## src/rtl/parking_meter_display_pkg.sv

```systemverilog
// Shared definitions for the parking-meter display slice.
//   - converter state and display mode enums
//   - seven-segment patterns, active-low {g,f,e,d,c,b,a}
//   - LOW threshold and default display ceiling
package parking_meter_display_pkg;

    typedef enum logic [1:0] {
        CONV_LOAD,
        CONV_SHIFT,
        CONV_COMMIT
    } conv_state_t;

    typedef enum logic [1:0] {
        MODE_ZERO,
        MODE_LOW,
        MODE_NORMAL
    } disp_mode_t;

    localparam int unsigned LOW_THRESH       = 200;
    localparam int unsigned MAX_DISP_DEFAULT = 9999;

    localparam logic [6:0] SEG_0     = 7'h40;
    localparam logic [6:0] SEG_1     = 7'h79;
    localparam logic [6:0] SEG_2     = 7'h24;
    localparam logic [6:0] SEG_3     = 7'h30;
    localparam logic [6:0] SEG_4     = 7'h19;
    localparam logic [6:0] SEG_5     = 7'h12;
    localparam logic [6:0] SEG_6     = 7'h02;
    localparam logic [6:0] SEG_7     = 7'h78;
    localparam logic [6:0] SEG_8     = 7'h00;
    localparam logic [6:0] SEG_9     = 7'h10;
    localparam logic [6:0] SEG_BLANK = 7'h7F;

    // Nibbles 10..15 cannot come out of the converter; they show blank.
    function automatic logic [6:0] seg_decode(input logic [3:0] nib);
        case (nib)
            4'd0:    seg_decode = SEG_0;
            4'd1:    seg_decode = SEG_1;
            4'd2:    seg_decode = SEG_2;
            4'd3:    seg_decode = SEG_3;
            4'd4:    seg_decode = SEG_4;
            4'd5:    seg_decode = SEG_5;
            4'd6:    seg_decode = SEG_6;
            4'd7:    seg_decode = SEG_7;
            4'd8:    seg_decode = SEG_8;
            4'd9:    seg_decode = SEG_9;
            default: seg_decode = SEG_BLANK;
        endcase
    endfunction

endpackage

```

## src/rtl/parking_meter_display_if.sv

```systemverilog
// Data bundle between the meter counter and the display block.
//   Bin_In    : binary seconds remaining (from counter)
//   BCD_Out   : committed BCD value, thousands in [15:12]
//   Conv_Done : one-cycle pulse when BCD_Out updates
//   An, Seg, Dp : active-low display pins
// slave = display block, master = counter/board side.
interface parking_meter_display_if;
    logic [15:0] Bin_In;
    logic [15:0] BCD_Out;
    logic        Conv_Done;
    logic [3:0]  An;
    logic [6:0]  Seg;
    logic        Dp;

    modport master (output Bin_In, input BCD_Out, Conv_Done, An, Seg, Dp);
    modport slave  (input Bin_In, output BCD_Out, Conv_Done, An, Seg, Dp);
endinterface

```

## src/rtl/parking_meter_display_bin2bcd_seq.sv

```systemverilog
// Free-running sequential binary-to-BCD converter (double dabble).
// 18-cycle period: LOAD (1), SHIFT (16), COMMIT (1).
//   SYS_CLK, RESET : clock, async active-high reset
//   Bin_In         : binary input, clamped to MAX_DISP at LOAD
//   BCD_Out        : result, updated only in COMMIT
//   Conv_Done      : one-cycle pulse coincident with the BCD_Out update
module bin2bcd_seq
    import parking_meter_display_pkg::*;
#(
    parameter int unsigned MAX_DISP = MAX_DISP_DEFAULT
) (
    input  logic        SYS_CLK,
    input  logic        RESET,
    input  logic [15:0] Bin_In,
    output logic [15:0] BCD_Out,
    output logic        Conv_Done
);

    conv_state_t state, state_nxt;
    logic [15:0] bin_sr;
    logic [15:0] acc;
    logic [15:0] acc_adj;
    logic [15:0] bin_clamped;
    logic [3:0]  bit_cnt;

    always_ff @(posedge SYS_CLK or posedge RESET) begin
        if (RESET) state <= CONV_LOAD;
        else       state <= state_nxt;
    end

    always_comb begin
        state_nxt = state;
        case (state)
            CONV_LOAD:   state_nxt = CONV_SHIFT;
            CONV_SHIFT:  if (bit_cnt == 4'd0) state_nxt = CONV_COMMIT;
            CONV_COMMIT: state_nxt = CONV_LOAD;
            default:     state_nxt = CONV_LOAD;
        endcase
    end

    always_comb begin
        bin_clamped = (Bin_In > 16'(MAX_DISP)) ? 16'(MAX_DISP) : Bin_In;
    end

    // Add-3 correction on every nibble before the shift.
    always_comb begin
        acc_adj = '0;
        for (int unsigned i = 0; i < 4; i++) begin
            acc_adj[4*i +: 4] = (acc[4*i +: 4] >= 4'd5) ? acc[4*i +: 4] + 4'd3
                                                          : acc[4*i +: 4];
        end
    end

    always_ff @(posedge SYS_CLK or posedge RESET) begin
        if (RESET) begin
            bin_sr    <= '0;
            acc       <= '0;
            bit_cnt   <= 4'd15;
            BCD_Out   <= '0;
            Conv_Done <= 1'b0;
        end else begin
            Conv_Done <= 1'b0;
            case (state)
                CONV_LOAD: begin
                    bin_sr  <= bin_clamped;
                    acc     <= '0;
                    bit_cnt <= 4'd15;
                end
                CONV_SHIFT: begin
                    acc     <= {acc_adj[14:0], bin_sr[15]};
                    bin_sr  <= {bin_sr[14:0], 1'b0};
                    bit_cnt <= bit_cnt - 4'd1;
                end
                CONV_COMMIT: begin
                    BCD_Out   <= acc;
                    Conv_Done <= 1'b1;
                end
                default: ;
            endcase
        end
    end

endmodule

```

## src/rtl/parking_meter_display.sv

```systemverilog
// Parking-meter display: BCD conversion, blink timer, digit scan.
//   SYS_CLK, RESET : clock, async active-high reset
//   pm (slave)     : Bin_In in; BCD_Out, Conv_Done, An, Seg, Dp out
// Blink: ZERO flashes 0.5 s on/off, LOW (<200) 1 s on/off, NORMAL steady.
module parking_meter_display
    import parking_meter_display_pkg::*;
#(
    parameter int unsigned CLK_HZ       = 100_000_000,
    parameter int unsigned REFRESH_BITS = 18,
    parameter int unsigned MAX_DISP     = MAX_DISP_DEFAULT
) (
    input  logic                    SYS_CLK,
    input  logic                    RESET,
    parking_meter_display_if.slave  pm
);

    localparam int unsigned TICK_MAX = CLK_HZ / 4 - 1;
    localparam int unsigned TICK_W   = (CLK_HZ / 4 > 1) ? $clog2(CLK_HZ / 4) : 1;

    logic [15:0]             bcd_q;
    logic                    done_q;
    logic [TICK_W-1:0]       tick_cnt;
    logic [2:0]              phase;
    logic [REFRESH_BITS-1:0] scan_cnt;
    disp_mode_t              mode;
    logic                    disp_on;
    logic [1:0]              digit;
    logic [3:0]              nibble;
    logic [3:0]              an_q;
    logic [6:0]              seg_q;

    bin2bcd_seq #(.MAX_DISP(MAX_DISP)) u_conv (
        .SYS_CLK   (SYS_CLK),
        .RESET     (RESET),
        .Bin_In    (pm.Bin_In),
        .BCD_Out   (bcd_q),
        .Conv_Done (done_q)
    );

    // Quarter-second tick feeding a 3-bit phase (2 s wrap); never restarted on mode change.
    always_ff @(posedge SYS_CLK or posedge RESET) begin
        if (RESET) begin
            tick_cnt <= '0;
            phase    <= '0;
        end else if (tick_cnt == TICK_W'(TICK_MAX)) begin
            tick_cnt <= '0;
            phase    <= phase + 3'd1;
        end else begin
            tick_cnt <= tick_cnt + 1'b1;
        end
    end

    always_comb begin
        mode = MODE_NORMAL;
        if (bcd_q == 16'h0000)
            mode = MODE_ZERO;
        else if (bcd_q[15:12] == 4'd0 && bcd_q[11:8] < 4'(LOW_THRESH / 100))
            mode = MODE_LOW;

        case (mode)
            MODE_ZERO: disp_on = ~phase[1];
            MODE_LOW:  disp_on = ~phase[2];
            default:   disp_on = 1'b1;
        endcase

        digit  = scan_cnt[REFRESH_BITS-1 -: 2];
        nibble = bcd_q[4*digit +: 4];
    end

    always_ff @(posedge SYS_CLK or posedge RESET) begin
        if (RESET) begin
            scan_cnt <= '0;
            an_q     <= '1;
            seg_q    <= SEG_BLANK;
        end else begin
            scan_cnt <= scan_cnt + 1'b1;
            an_q     <= disp_on ? ~(4'b0001 << digit) : '1;
            seg_q    <= disp_on ? seg_decode(nibble) : SEG_BLANK;
        end
    end

    assign pm.BCD_Out   = bcd_q;
    assign pm.Conv_Done = done_q;
    assign pm.An        = an_q;
    assign pm.Seg       = seg_q;
    assign pm.Dp        = 1'b1;

endmodule

```

## src/flat_wrapper.sv

```systemverilog
// flat-port wrapper written by rule: the top's interface ports become plain ports
module parking_meter_display_flat import parking_meter_display_pkg::*;
#(
    parameter int unsigned CLK_HZ       = 100_000_000,
    parameter int unsigned REFRESH_BITS = 18,
    parameter int unsigned MAX_DISP     = MAX_DISP_DEFAULT
)
  (SYS_CLK, RESET, pm_Bin_In, pm_BCD_Out, pm_Conv_Done, pm_An, pm_Seg, pm_Dp);
  parking_meter_display_if pm_i ();
  input  logic SYS_CLK;
  input  logic RESET;
  input wire logic [$bits(pm_i.Bin_In)-1:0] pm_Bin_In;
  output wire logic [$bits(pm_i.BCD_Out)-1:0] pm_BCD_Out;
  output wire logic [$bits(pm_i.Conv_Done)-1:0] pm_Conv_Done;
  output wire logic [$bits(pm_i.An)-1:0] pm_An;
  output wire logic [$bits(pm_i.Seg)-1:0] pm_Seg;
  output wire logic [$bits(pm_i.Dp)-1:0] pm_Dp;
  assign pm_i.Bin_In = pm_Bin_In;
  assign pm_BCD_Out = pm_i.BCD_Out;
  assign pm_Conv_Done = pm_i.Conv_Done;
  assign pm_An = pm_i.An;
  assign pm_Seg = pm_i.Seg;
  assign pm_Dp = pm_i.Dp;
  parking_meter_display #(.CLK_HZ(CLK_HZ), .REFRESH_BITS(REFRESH_BITS), .MAX_DISP(MAX_DISP)) u_core (.SYS_CLK(SYS_CLK), .RESET(RESET), .pm(pm_i));
endmodule
```

## config.mk

```make
export PLATFORM = sky130hd
export DESIGN_NAME = parking_meter_display_flat
export DESIGN_NICKNAME = d
export VERILOG_FILES = /design/src/rtl/parking_meter_display_pkg.sv /design/src/rtl/parking_meter_display_if.sv /design/src/rtl/parking_meter_display_bin2bcd_seq.sv /design/src/rtl/parking_meter_display.sv /design/src/flat_wrapper.sv
export SDC_FILE = /design/constraint.sdc
export NUM_CORES = 1
export LEC_CHECK = 0
export BUFFER_PORTS_ARGS = -buffer_cell sky130_fd_sc_hd__buf_2
export CAP_MARGIN = 20
export CORE_UTILIZATION = 40
export CTS_BUF_LIST = sky130_fd_sc_hd__clkbuf_16
export DETAILED_ROUTE_END_ITERATION = 8
export GPL_ROUTABILITY_DRIVEN = 0
export HOLD_SLACK_MARGIN = 0.15
export MAX_ROUTING_LAYER = met4
export PLACE_DENSITY = 0.56
export SLEW_MARGIN = 20
export SYNTH_ARGS = -nofsm -noshare
export SYNTH_HDL_FRONTEND = slang
export SYNTH_SLANG_ARGS = --single-unit
```

## constraint.sdc

```tcl
create_clock -name SYS_CLK -period 3.3 [get_ports SYS_CLK]
set_input_delay 0.33 -clock SYS_CLK [delete_from_list [all_inputs] [get_ports SYS_CLK]]
set_output_delay 0.33 -clock SYS_CLK [all_outputs]
set_load 0.1 [all_outputs]
```

Word level (Yosys, flattened, before mapping)
Memory sizes are Yosys's and may differ from the RTL's.
Cells that the tools add are included.
{"block": "totals", "inputBits": 18, "memories": 1, "mem_bits_ro": 112, "elab_cells": 60, "ff_bits": 112}
{"name": "(name not given)", "words": 16, "width": 7, "rd": 1, "rd_clocked_by_memory_dff": 0, "wr": 0, "line_no": "parking_meter_display_pkg.sv:36", "text": "case (nib)"}
{"block": "op_classes", "n_eq_ne": 5, "magnitude_cmp": 6, "n_mux": 17, "bitwise": 3, "n_addsub": 8, "n_reduce_logical": 7, "n_shift": 2}
{"op": "case mux 16 bit (2 select lines)", "count": 2}
{"op": "adder 25 x 1 -> 25 bit (second input constant)", "count": 1}
{"op": "== test 25 bit (second input constant)", "count": 1}
{"op": "two-way mux 25 bit", "count": 1}
{"op": "adder 18 x 1 -> 18 bit (second input constant)", "count": 1}
{"op": "greater-or-equal comparator 4 x 3 -> 1 bit (second input constant)", "count": 4}
{"op": "> comparator 16 x 14 -> 1 bit (second input constant)", "count": 1}
{"op": "logical NOT 16 bit", "count": 1}
{"op": "two-way mux 16 bit", "count": 1}
{"op": "two-way mux 4 bit", "count": 4}
{"op": "variable part select 16 x 5 -> 4 bit", "count": 1}
{"op": "adder 4 x 2 -> 4 bit (second input constant)", "count": 3}
{"op": "logical NOT 4 bit", "count": 2}
{"op": "case mux 4 bit (2 select lines)", "count": 1}
{"op": "two-way mux 7 bit", "count": 1}
{"op": "two-way mux 2 bit", "count": 3}
{"op": "== test 2 x 1 -> 1 bit (second input constant)", "count": 2}
{"op": "logical NOT 2 bit", "count": 2}
{"op": "< comparator 4 x 2 -> 1 bit (second input constant)", "count": 1}
{"op": "NOT 4 bit", "count": 1}
{"op": "case mux 2 bit (2 select lines)", "count": 1}
{"op": "left shift 1 x 2 -> 4 bit (first input constant)", "count": 1}
{"op": "subtractor 4 x 1 -> 4 bit (second input constant)", "count": 1}
{"op": "adder 3 x 1 -> 3 bit (second input constant)", "count": 1}
{"op": "9 further kinds", "count": 10}

Longest topological paths before layout
{"block": "logic_depth", "depth_word": 7, "ltp_mapped": 8, "depth_no_buf": 7}

Modules after synthesis
A second synthesis with hierarchy kept.
{"block": "hier_totals", "cells_unflattened": 492, "area_unflattened_um2": 5402.7}
{"module": "parking_meter_display", "seq_area_each_um2": 1440.1, "instances": 1, "cells_each": 253, "area_each_um2": 2777.7}
{"module": "bin2bcd_seq", "seq_area_each_um2": 1381.3, "instances": 1, "cells_each": 239, "area_each_um2": 2625.0}

Worst setup path after synthesis
No wires, ideal clock.
{"block": "synth_timing", "path_type": "flip-flop to flip-flop", "start": "register u_core.u_conv.BCD_Out[5]", "end": "register u_core.seg_q[0] (netlist: u_core.pm.Seg[0])", "arrival_time_ps": 2108, "period_less_slack_ps": 2199, "n_path_buf": 0, "stages_incl_launch_ff": 7, "setup_slack_ps": 1101, "path_cell_list": "dfrtp_1 -> mux4_2 -> inv_1 -> ha_1 -> or2_4 -> a21oi_1 -> o21ai_1"}
{"block": "synth_via", "elab_chain_cells": 5}
{"element": "from (decl)", "line_no": "parking_meter_display_bin2bcd_seq.sv:15", "text": "output logic [15:0] BCD_Out,"}
{"element": "from (signal assigned)", "line_no": "parking_meter_display_bin2bcd_seq.sv:59", "text": "BCD_Out <= '0;"}
{"element": "from (signal assigned)", "line_no": "parking_meter_display_bin2bcd_seq.sv:75", "text": "BCD_Out <= acc;"}
{"element": "branches (longest 4 deep; another with memory read (16 x 7 bit))"}
{"element": "two-way mux 7 bit *", "line_no": "parking_meter_display.sv:78", "text": "seg_q <= disp_on ? seg_decode(nibble) : SEG_BLANK;"}
{"element": "to (signal assigned)", "line_no": "parking_meter_display.sv:78"}
{"element": "to (decl)", "line_no": "parking_meter_display.sv:30", "text": "logic [6:0] seg_q;"}
Mark *: on every way between the ends.
A chain may end at the register's enable or synchronous reset.

Final worst setup path
{"block": "layout_timing", "start": "register u_core.tick_cnt[0]", "end": "register u_core.tick_cnt[24]"}
{"block": "layout_via", "elab_chain_cells": 2}
{"element": "from (decl)", "line_no": "parking_meter_display.sv:22", "text": "logic [TICK_W-1:0] tick_cnt;"}
{"element": "from (signal assigned)", "line_no": "parking_meter_display.sv:49", "text": "tick_cnt <= tick_cnt + 1'b1;"}
{"element": "adder 25 x 1 -> 25 bit / == test 25 bit (equally long branches)", "line_no": "parking_meter_display.sv:49, parking_meter_display.sv:45"}
{"element": "two-way mux 25 bit *", "line_no": "parking_meter_display.sv:45", "text": "end else if (tick_cnt == TICK_W'(TICK_MAX)) begin"}
Every way passes the cells marked *; elsewhere a longest branch is shown, timed or not.

==> results.json <==
{
  "outcome": "finished clean",
  "synth_top_area_frac": 0.445,
  "clockBufferDepth": 2,
  "root_buffer": "clkbuf_16",
  "final_hold_viol_count": 0,
  "die_area_sq_um": 14100,
  "ios": 47,
  "grt_pass1_vias": 3659,
  "setup_tns_ns": 0,
  "post_synth_num_cell_types": 51,
  "dieHeight_um": 119,
  "critPathKind": "register to register",
  "drt-vias-per-instance": 5.12,
  "fillCellCount": 1258,
  "worstSetupEndpointType": "register",
  "multi_input_area_sq_um": 2410,
  "hp-class": "input pin to register",
  "initialDrtViolationCount": 205,
  "synth_adder_area_share": 0.0390,
  "maxCapViolations": 0,
  "cp.required_ns": 3.58,
  "synth_async_sr_flop_share": 1.00,
  "syn_area_sq_um": 5450,
  "layout_commonest_cell": "dfrtp_1",
  "start_util": 0.411,
  "syn_inst": 521,
  "port-buffer-count": 45,
  "routed_wl_um": 10100,
  "peakVddDrop_mv": 0.403,
  "syn_to_final_growth_pct": 13.0,
  "rows": 42,
  "grt_usage": 0.161,
  "synthFlopType": "dfrtp_1",
  "synth_seq_area_share": 0.518,
  "numCtsBuffers": 9,
  "die_x_um": 119,
  "vias": 3782,
  "pwr_density_cell_nw_per_um2": 722,
  "num_antenna_cells": 0,
  "synth-xor-area-share": 0.0563,
  "drc": 0,
  "synth.yosys.warnings": 0,
  "dp_hpwl_um": 7000,
  "power.total_mw": 4.45,
  "drt-wirelength-per-cell_um": 13.7,
  "synth_area_leaders": "dfrtp_1 (45%), dfstp_2 (7.2%), o21ai_0 (4.6%)",
  "worstMarginPinSlew_ns": 0.948,
  "antenna_found_initial": 0,
  "cts_tree": "built",
  "synth_compound_gate_area_share": 0.113,
  "finalInstanceArea_sq_um": 6160,
  "fin_nets": 593,
  "clk_latency_ns": 0.35,
  "ys_ff_latch": 112,
  "leakage_nw": 2.80,
  "h-tree-depth": 3,
  "synth_top_family_by_area": "simple AND/OR/NAND/NOR gates",
  "grt_setup_unrepaired": "no",
  "drv_slew": 0,
  "worstPathMaxFanout": 13,
  "synth-edff-count": 0,
  "drive_gt1_frac": 0.181,
  "grt_overflow": 0,
  "fin_crit_sh": 0.636,
  "cts.clk_slew.worst_paths_ns": 0.07,
  "fin_crit_ns": 2.10,
  "critPathLaunchType": "register",
  "place_area_sq_um": 5830,
  "syn-num-nets": 556,
  "first_pass_iters": 4,
  "worst-endpoint-arrival_ns": 2.38,
  "worst_slack_ns": 1.20,
  "setup_violations": 0,
  "max_slew_margin": 0.367,
  "coreArea_sq_um": 13200,
  "mostFrequentLayoutCells": "dfrtp_1 (97), nand2_1 (53), o21ai_0 (50)",
  "max_freq_ghz": 0.476,
  "cts.sink_count": 112,
  "grt_max_degree": 58,
  "seq_area_sq_um": 2820,
  "synthMuxAreaShare": 0.0537,
  "place_ws_ns": 1.19,
  "grt_pass1_wl_um": 17800,
  "drtAntennaViolNets": 0,
  "postSynthAreaPerCell_sq_um": 10.5,
  "synth-simple-area-share": 0.178,
  "fin_skew_ns": 0.0113,
  "synth_area_leader_cell": "dfrtp_1"
}
-- path summary, 6_finish.rpt --
path                                          from                  endpoint  slack [ns]  depth (start not counted)
worst max-delay path            u_core.tick_cnt[0]       u_core.tick_cnt[24]        1.20                          5
worst min-delay path                  pm_Bin_In[0]   u_core.u_conv.bin_sr[0]        0.26                          3
worst max register to register  u_core.tick_cnt[0]       u_core.tick_cnt[24]        1.20                          5
worst min register to register  u_core.scan_cnt[8]        u_core.scan_cnt[8]        0.47                          1
max in group asynchronous                    RESET  u_core.u_conv.bit_cnt[2]        1.86                          4
min in group asynchronous                    RESET       u_core.tick_cnt[13]        0.64                          3
-- area by class of cell --
cell class | instances | area share
Clock inverter | 5 | 0.00752
Sequential cell | 112 | 0.458
Timing Repair Buffer | 51 | 0.0463
Multi-Input combinational cell | 357 | 0.391
Clock buffer | 11 | 0.0447
Inverter | 27 | 0.0169
Tap cell | 176 | 0.0358
-- per-layer routing --
| metal | up-vias | part of all wire | track usage |
|---|---|---|---|
| met5 | - | 0 | - |
| met4 | 0 | 0.014 | 0.0483 |
| met3 | 14 | 0.038 | 0.0415 |
| met2 | 61 | 0.45 | 0.246 |
| met1 | 1809 | 0.49 | 0.211 |
| li1 | 1898 | - | - |
-- worst max-delay path: stages (launching register included) --
cell and delay, ns:
dfrtp_1 0.46, ha_1 0.25, and2_1 0.23, nand4_1 0.37
or4_1 0.58, a21oi_1 0.14
-- state kept, by name, summed over array words and instances (netlist names) --
signal and flops:
u_core.phase 3, u_core.pm.An 4, u_core.pm.Seg 7, u_core.scan_cnt 18, u_core.tick_cnt 25, u_core.u_conv.BCD_Out 16
u_core.u_conv.Conv_Done 1, u_core.u_conv.acc 16, u_core.u_conv.bin_sr 16, u_core.u_conv.bit_cnt 4, u_core.u_conv.state 2
-- power breakdown --
part           switching [mW]  leakage [nW]  internal [mW]
registers               0.163          1.42           1.57
logic                    1.20          1.22          0.368
clock network           0.472         0.170          0.672
total                    1.84          2.80           2.61
-- what timing repair did --
action / 4_1_cts / 5_1_grt
hold buffers: 1 / 0
resized for setup: 0 / 0
buffers inserted: 0 / 0
hold endpoints to repair: 44 / 0
-- cells in the mapped netlist (8+ instances only) --
cell	n
xnor2_1	19
inv_1	27
and4_1	8
nand4_1	10
nand2_1	53
clkbuf_1	16
nor2_1	21
a21oi_1	19
nand2b_1	13
o21ai_0	50
mux2_2	10
dfrtp_1	97
o31ai_1	13
nand3_1	20
xor2_1	16
dfstp_2	15
ha_1	17
mux2i_1	9
-- per-stage QoR --
stage                     hold slack, ns  instances  utilization
after global routing               0.293        739        0.465
after detailed placement           0.458        722        0.440
after CTS                          0.254        739        0.465
after floorplan                    0.438        521            -
after global placement             0.457        722        0.440
final                              0.263        739        0.465
-- cells by family (layout without fill, tap and decap cells) --
kind of cell	count (synthesis)	in the layout
other	1	1
flip-flops	112	112
AND/OR/NAND/NOR	178	178
multiplexers	23	23
adder cells (fa/ha/maj)	17	17
XOR/XNOR	35	35
AO/OA/AOI/OAI	103	103
buffers and inverters	52	94
Power figures use the tool's default switching activity.
